### config.mk
export PLATFORM = sky130hd
export DESIGN_NAME = perf_trace_unit
export DESIGN_NICKNAME = d
export VERILOG_FILES = /design/src/rtl/perf_pkg.sv /design/src/rtl/trace_fifo.sv /design/src/rtl/perf_trace_unit.sv
export SDC_FILE = /design/constraint.sdc
export NUM_CORES = 1
export LEC_CHECK = 0
export ABC_AREA = 0
export CAP_MARGIN = 10
export CELL_PAD_IN_SITES_DETAIL_PLACEMENT = 1
export CELL_PAD_IN_SITES_GLOBAL_PLACEMENT = 2
export CORE_AREA = 4 4 177 179
export DETAILED_ROUTE_END_ITERATION = 7
export DIE_AREA = 0 0 181 183
export PLACE_DENSITY_LB_ADDON = 0.3
export SYNTH_ARGS = -nofsm -noshare
export SYNTH_HDL_FRONTEND = slang
export SYNTH_SLANG_ARGS = --single-unit
### constraint.sdc
create_clock -name clk_i -period 4.5 [get_ports clk_i]
set_input_delay 0.9 -clock clk_i [delete_from_list [all_inputs] [get_ports clk_i]]
set_output_delay 0.9 -clock clk_i [all_outputs]
set_load 0.03 [all_outputs]
### src/rtl/perf_pkg.sv
// perf_pkg
// Shared types and helpers for the performance/trace observation block.
//   state_t       : run-state of the observer (IDLE, RUN)
//   trace_entry_t : one retirement trace entry {pc, rd, data}
//   TRACE_W       : packed width of trace_entry_t (69)
//   sat_inc       : saturating increment used by every counter
package perf_pkg;

  typedef enum logic {
    IDLE = 1'b0,
    RUN  = 1'b1
  } state_t;

  localparam int unsigned TRACE_W = 69;

  typedef struct packed {
    logic [31:0] pc;
    logic [4:0]  rd;
    logic [31:0] data;
  } trace_entry_t;

  // Increments val when en is set, unless val already sits at the all-ones
  // value for a counter of the given width. Callers widen to 64 bits and
  // truncate the result back to their own counter width.
  function automatic logic [63:0] sat_inc(input logic [63:0] val,
                                          input int unsigned width,
                                          input logic en);
    logic [63:0] max_val;
    max_val = (width >= 64) ? '1 : ((64'd1 << width) - 64'd1);
    if (en && (val < max_val)) begin
      return val + 64'd1;
    end
    return val;
  endfunction

endpackage

### src/rtl/trace_fifo.sv
// trace_fifo
// Synchronous FIFO with a valid/ready output side.
//   clk_i       : clock
//   rst_i       : asynchronous active-low reset
//   clr_i       : synchronous clear of both pointers (contents discarded)
//   push_i      : write request; ignored when full unless a pop happens too
//   push_data_i : data to write
//   valid_o     : head entry available
//   ready_i     : consumer takes the head entry when valid_o is high
//   data_o      : head entry, forced to zero while empty
//   full_o      : all DEPTH entries occupied
//   empty_o     : no entries
// DEPTH must be a power of two and at least 2.
module trace_fifo #(
  parameter int unsigned WIDTH = 69,
  parameter int unsigned DEPTH = 8
) (
  input  logic             clk_i,
  input  logic             rst_i,
  input  logic             clr_i,
  input  logic             push_i,
  input  logic [WIDTH-1:0] push_data_i,
  output logic             valid_o,
  input  logic             ready_i,
  output logic [WIDTH-1:0] data_o,
  output logic             full_o,
  output logic             empty_o
);

  localparam int unsigned AW = $clog2(DEPTH);

  logic [WIDTH-1:0] mem [DEPTH];
  logic [AW:0]      wr_ptr_q;
  logic [AW:0]      rd_ptr_q;
  logic             pop;
  logic             write;

  // Pointers carry one extra wrap bit so full and empty can be told apart.
  assign empty_o = (wr_ptr_q == rd_ptr_q);
  assign full_o  = (wr_ptr_q[AW] != rd_ptr_q[AW]) &&
                   (wr_ptr_q[AW-1:0] == rd_ptr_q[AW-1:0]);
  assign valid_o = ~empty_o;
  assign pop     = valid_o & ready_i;
  // When full, a simultaneous pop frees the head slot, so the push is kept.
  assign write   = push_i & (~full_o | pop);
  assign data_o  = valid_o ? mem[rd_ptr_q[AW-1:0]] : '0;

  always_ff @(posedge clk_i or negedge rst_i) begin
    if (!rst_i) begin
      wr_ptr_q <= '0;
      rd_ptr_q <= '0;
    end else if (clr_i) begin
      wr_ptr_q <= '0;
      rd_ptr_q <= '0;
    end else begin
      if (write) wr_ptr_q <= wr_ptr_q + (AW+1)'(1);
      if (pop)   rd_ptr_q <= rd_ptr_q + (AW+1)'(1);
    end
  end

  // Storage needs no reset: data_o is masked while the FIFO is empty.
  always_ff @(posedge clk_i) begin
    if (write && !clr_i) begin
      mem[wr_ptr_q[AW-1:0]] <= push_data_i;
    end
  end

endmodule

### src/rtl/perf_trace_unit.sv
// perf_trace_unit
// Run statistics and retirement trace for the CPU. Counts cycles, stalls,
// flushes and retired write-backs while in RUN, and streams register-file
// write-backs (except to x0) through a trace FIFO.
//   clk_i, rst_i (async active-low), start_i (run enable), clr_i (sync clear)
//   stall_i, flush_i, wb_valid_i, wb_rd_i, wb_data_i, wb_pc_i : events
//   cycle/stall/flush/retire/drop_cnt_o : saturating counters
//   trace_valid_o / trace_ready_i / trace_data_o : {pc, rd, data} stream
// Build option: define PERF_TRACE_EN to build the trace FIFO and drop
// counter; without it the trace outputs and drop_cnt_o are tied to zero.
module perf_trace_unit
  import perf_pkg::*;
#(
  parameter int unsigned CNT_W      = 32,
  parameter int unsigned FIFO_DEPTH = 8
) (
  input  logic               clk_i,
  input  logic               rst_i,
  input  logic               start_i,
  input  logic               clr_i,
  input  logic               stall_i,
  input  logic               flush_i,
  input  logic               wb_valid_i,
  input  logic [4:0]         wb_rd_i,
  input  logic [31:0]        wb_data_i,
  input  logic [31:0]        wb_pc_i,
  output logic [CNT_W-1:0]   cycle_cnt_o,
  output logic [CNT_W-1:0]   stall_cnt_o,
  output logic [CNT_W-1:0]   flush_cnt_o,
  output logic [CNT_W-1:0]   retire_cnt_o,
  output logic [CNT_W-1:0]   drop_cnt_o,
  output logic               trace_valid_o,
  input  logic               trace_ready_i,
  output logic [TRACE_W-1:0] trace_data_o
);

  state_t           state_q;
  state_t           state_d;
  logic             run;
  logic [CNT_W-1:0] cycle_q;
  logic [CNT_W-1:0] stall_q;
  logic [CNT_W-1:0] flush_q;
  logic [CNT_W-1:0] retire_q;

  // State register.
  always_ff @(posedge clk_i or negedge rst_i) begin
    if (!rst_i) state_q <= IDLE;
    else        state_q <= state_d;
  end

  // Next state: follow start_i, with clr_i overriding everything.
  always_comb begin
    state_d = state_q;
    case (state_q)
      IDLE:    if (start_i)  state_d = RUN;
      RUN:     if (!start_i) state_d = IDLE;
      default: state_d = IDLE;
    endcase
    if (clr_i) state_d = IDLE;
  end

  // State-derived outputs.
  always_comb begin
    run = 1'b0;
    if (state_q == RUN) run = 1'b1;
  end

  // Event counters; a flush takes precedence over a simultaneous stall.
  always_ff @(posedge clk_i or negedge rst_i) begin
    if (!rst_i) begin
      cycle_q  <= '0;
      stall_q  <= '0;
      flush_q  <= '0;
      retire_q <= '0;
    end else if (clr_i) begin
      cycle_q  <= '0;
      stall_q  <= '0;
      flush_q  <= '0;
      retire_q <= '0;
    end else if (run) begin
      cycle_q  <= CNT_W'(sat_inc(64'(cycle_q), CNT_W, 1'b1));
      stall_q  <= CNT_W'(sat_inc(64'(stall_q), CNT_W, stall_i & ~flush_i));
      flush_q  <= CNT_W'(sat_inc(64'(flush_q), CNT_W, flush_i));
      retire_q <= CNT_W'(sat_inc(64'(retire_q), CNT_W, wb_valid_i));
    end
  end

  assign cycle_cnt_o  = cycle_q;
  assign stall_cnt_o  = stall_q;
  assign flush_cnt_o  = flush_q;
  assign retire_cnt_o = retire_q;

`ifdef PERF_TRACE_EN
  trace_entry_t     push_entry;
  logic             push;
  logic             drop;
  logic             fifo_full;
  logic             unused_fifo_empty;
  logic [CNT_W-1:0] drop_q;

  // Writes to x0 retire but carry no architectural result worth tracing.
  assign push       = run & ~clr_i & wb_valid_i & (wb_rd_i != 5'd0);
  assign push_entry = '{pc: wb_pc_i, rd: wb_rd_i, data: wb_data_i};
  // A full FIFO only loses the entry if the head is not leaving this cycle.
  assign drop       = push & fifo_full & ~trace_ready_i;

  trace_fifo #(
    .WIDTH (TRACE_W),
    .DEPTH (FIFO_DEPTH)
  ) u_trace_fifo (
    .clk_i       (clk_i),
    .rst_i       (rst_i),
    .clr_i       (clr_i),
    .push_i      (push),
    .push_data_i (push_entry),
    .valid_o     (trace_valid_o),
    .ready_i     (trace_ready_i),
    .data_o      (trace_data_o),
    .full_o      (fifo_full),
    .empty_o     (unused_fifo_empty)
  );

  always_ff @(posedge clk_i or negedge rst_i) begin
    if (!rst_i)      drop_q <= '0;
    else if (clr_i)  drop_q <= '0;
    else             drop_q <= CNT_W'(sat_inc(64'(drop_q), CNT_W, drop));
  end

  assign drop_cnt_o = drop_q;
`else
  logic unused_trace_inputs;

  assign unused_trace_inputs = ^{trace_ready_i, wb_rd_i, wb_data_i, wb_pc_i};
  assign trace_valid_o       = 1'b0;
  assign trace_data_o        = '0;
  assign drop_cnt_o          = '0;
`endif

endmodule

==> results.toml <==
[placement]
numPortBuffers = 134
routabilityCongestion = 0.724
dp_hpwl_microns = 16600

[synthesis]
synthArstFlopShare_pct = 100
synth_top_area_share_pct = 40.9
synth_area_leader_cell = "dfrtp_1"
synth_seq_cells = 129
syn_avg_cell_area_sq_um = 8.94
ys_types = 54
ys.flop_type = "dfrtp_1"
yosys.area_share.simple_pct = 26.0
synth-compound-area-share_pct = 14.6
yosysWarningCount = 0
netlist_area_sq_um = 7900
synth_xor_area_share_pct = 3.55
yosysSeqAreaShare_pct = 40.9
synthTopCellsByArea = "dfrtp_1 (41%), buf_4 (9.8%), a21oi_1 (4.9%)"
synth_most_common_cell = "dfrtp_1"
synth_cells = 883
muxShareOfSynthArea_pct = 2.11
synth_top_family_by_area = "simple AND/OR/NAND/NOR gates"
synth-adder-area-share_pct = 0.634
synth_edf_count = 0
synthTopCellsByCount = "dfrtp_1 (129), buf_4 (103), a21oi_1 (77)"

[cts]
cts_buffers = 17
clk_pin_slew_ns = 0.06
cts_max_path_buffers = 2
hold_buffers = 0
clock-root-buffer = "clkbuf_16"
cts_resized = 0
cts_setup_buffers = 0
insertion_delay_ns = 0.42
cts_htree_levels = 4
cts_tree = "done"
clock_sinks = 129

[pwr]
powerDensity_nw_per_um2 = 297
irDropWorstVdd_mv = 0.219
power.leakage_nw = 3.68

[timing]
relSlewSlack_pct = 35.9
final.setup_skew_ns = 0.0115
report.final.slew_viol_count = 0
rsz0062_at_grt = "no"
setup_viol = 0
post-route-period-util_pct = 67.7
tns_ns = 0
finalHoldViolCount = 0
worst_slew_pin_slew_ns = 0.947
max_freq_ghz = 0.328
period_needed_ns = 3.05

[job]
maxCapViolCount = 0

[setup_path]
reg2reg_to = "flush_cnt_o[1]"
reg2regPathDepth = 6
cp.required_ns = 4.84
critPathCaptureType = "flop"
arrival_ns = 3.39
worstSetupStartpointType = "input pin"
worst-setup-path-type = "in2reg"
r2r_slack_ns = 1.76
r2r_start = "flush_cnt_o[0]"
critPathMaxFanout = 13

[finish]
fillerInstances = 3419
final_util_pct = 33.5
finalNetCount = 1084
post_route_cells_drive_above_1_share_pct = 6.40
antennaDiodeCount = 0
synthToLayoutAreaGrowth_pct = 25.5

[drt]
drt-initial-drc-count = 347
num_vias = 7037
routed_wl_microns = 24000
avgViaCountPerCell = 5.00
final_antenna_net_count = 0
drc_errors = 0
wl_per_cell_microns = 17.1
dr.pass1.iters = 4

[global_routing]
grt_max_degree = 72
antenna_found_initial = 1
grt_pass1_wl_microns = 39200
grtUsageTotal_pct = 14.3
grt_pass1_vias = 7053
grt_overflow = 0

[worst_hold_path]
hold_path_class = "in2async"

[outcome]
status = "complete, no violations"

[die]
dieArea_sq_um = 33100
io_pins = 307
core_area_sq_um = 29600
fp-row-count = 63
start_util_pct = 26.7
die_height_microns = 183
die_w_microns = 181
## per-stage QoR
step,instance area [sq um],worst slack (ns),hold slack [ns],power (mW),std cells
floorplan,8280,1.99,0.604,1.41,984
detailed placement,9240,1.02,0.577,1.40,1373
finish,9910,1.45,0.501,2.95,1406
CTS,9900,1.47,0.525,3.00,1405
global placement,9240,1.02,0.562,1.40,1373
global route,9910,1.28,0.550,3.07,1406
## registers in the layout (all words and copies together) (netlist names)
signal	count
cycle_cnt_o	32
state_q	1
retire_cnt_o	32
flush_cnt_o	32
stall_cnt_o	32
## where the power goes
group | switching (mW) | leakage, nW | internal [mW]
Sequential | 0.00424 | 1.80 | 1.16
Clock | 0.577 | 0.316 | 0.993
Combinational | 0.187 | 1.56 | 0.0223
## layout by cell type (no fill, tap or decap), types with 4 or more instances in the layout
cell type	n
or4_1	25
nand3_1	42
o21a_1	5
clkbuf_8	4
nor3_1	7
xor2_1	6
bufinv_16	4
clkdlybuf4s50_1	132
o21ai_0	49
nand4_1	43
a211oi_1	10
and4_1	22
a2111oi_0	6
buf_4	4
mux2_2	13
inv_1	12
nor2_1	56
dfrtp_1	129
and3_1	14
clkbuf_16	17
xnor2_1	26
ha_1	4
conb_1	102
a21oi_1	77
o31ai_1	23
nand2_1	53
nor4_1	14
or3_1	48
nor2b_1	14
## worst max-delay path by stage
stage / to / startpoint / cells past startpoint
3_5_place_dp: flush_cnt_o[27] / flush_i / 6
5_1_grt: flush_cnt_o[27] / flush_i / 6
3_3_place_gp: flush_cnt_o[29] / flush_i / 6
4_1_cts: flush_cnt_o[27] / flush_i / 6
6_report: flush_cnt_o[27] / flush_i / 6
2_1_floorplan: flush_cnt_o[29] / flush_i / 5
## layer usage
layer / GRT usage, % / up-vias / wire [microns]
met5: 0 / - / 0
met4: 3.33 / 0 / 167
met3: 3.27 / 14 / 1110
met2: 23.9 / 157 / 11600
met1: 18.8 / 3539 / 11200
li1: - / 3327 / -
## worst max-delay path, stage by stage
cell and delay [ns]:
clkdlybuf4s50_1 0.55, nand2_1 0.19, or4_1 0.73, or4_1 0.55, or3_1 0.32, a21oi_1 0.15
## cell type report
cell class | count | area (sq um) | area share, %
clock buffers | 21 | 480 | 4.85
multi-input cells | 704 | 4100 | 41.3
inverters | 12 | 45.0 | 0.454
well taps | 390 | 488 | 4.92
clock inverters | 11 | 175 | 1.77
repair buffers | 139 | 1400 | 14.1
flip-flops and latches | 129 | 3230 | 32.6
## kinds of logic (layout without fill, tap and decap cells)
logic type,Yosys count,after routing
other,1,102
buffers and inverters,151,183
adder cells (fa/ha/maj),4,4
AND/OR/NAND/NOR,359,359
AO/OA/AOI/OAI,192,192
flip-flops,129,129
multiplexers,15,15
XOR/XNOR,32,32
Power figures use the tool's default switching activity.
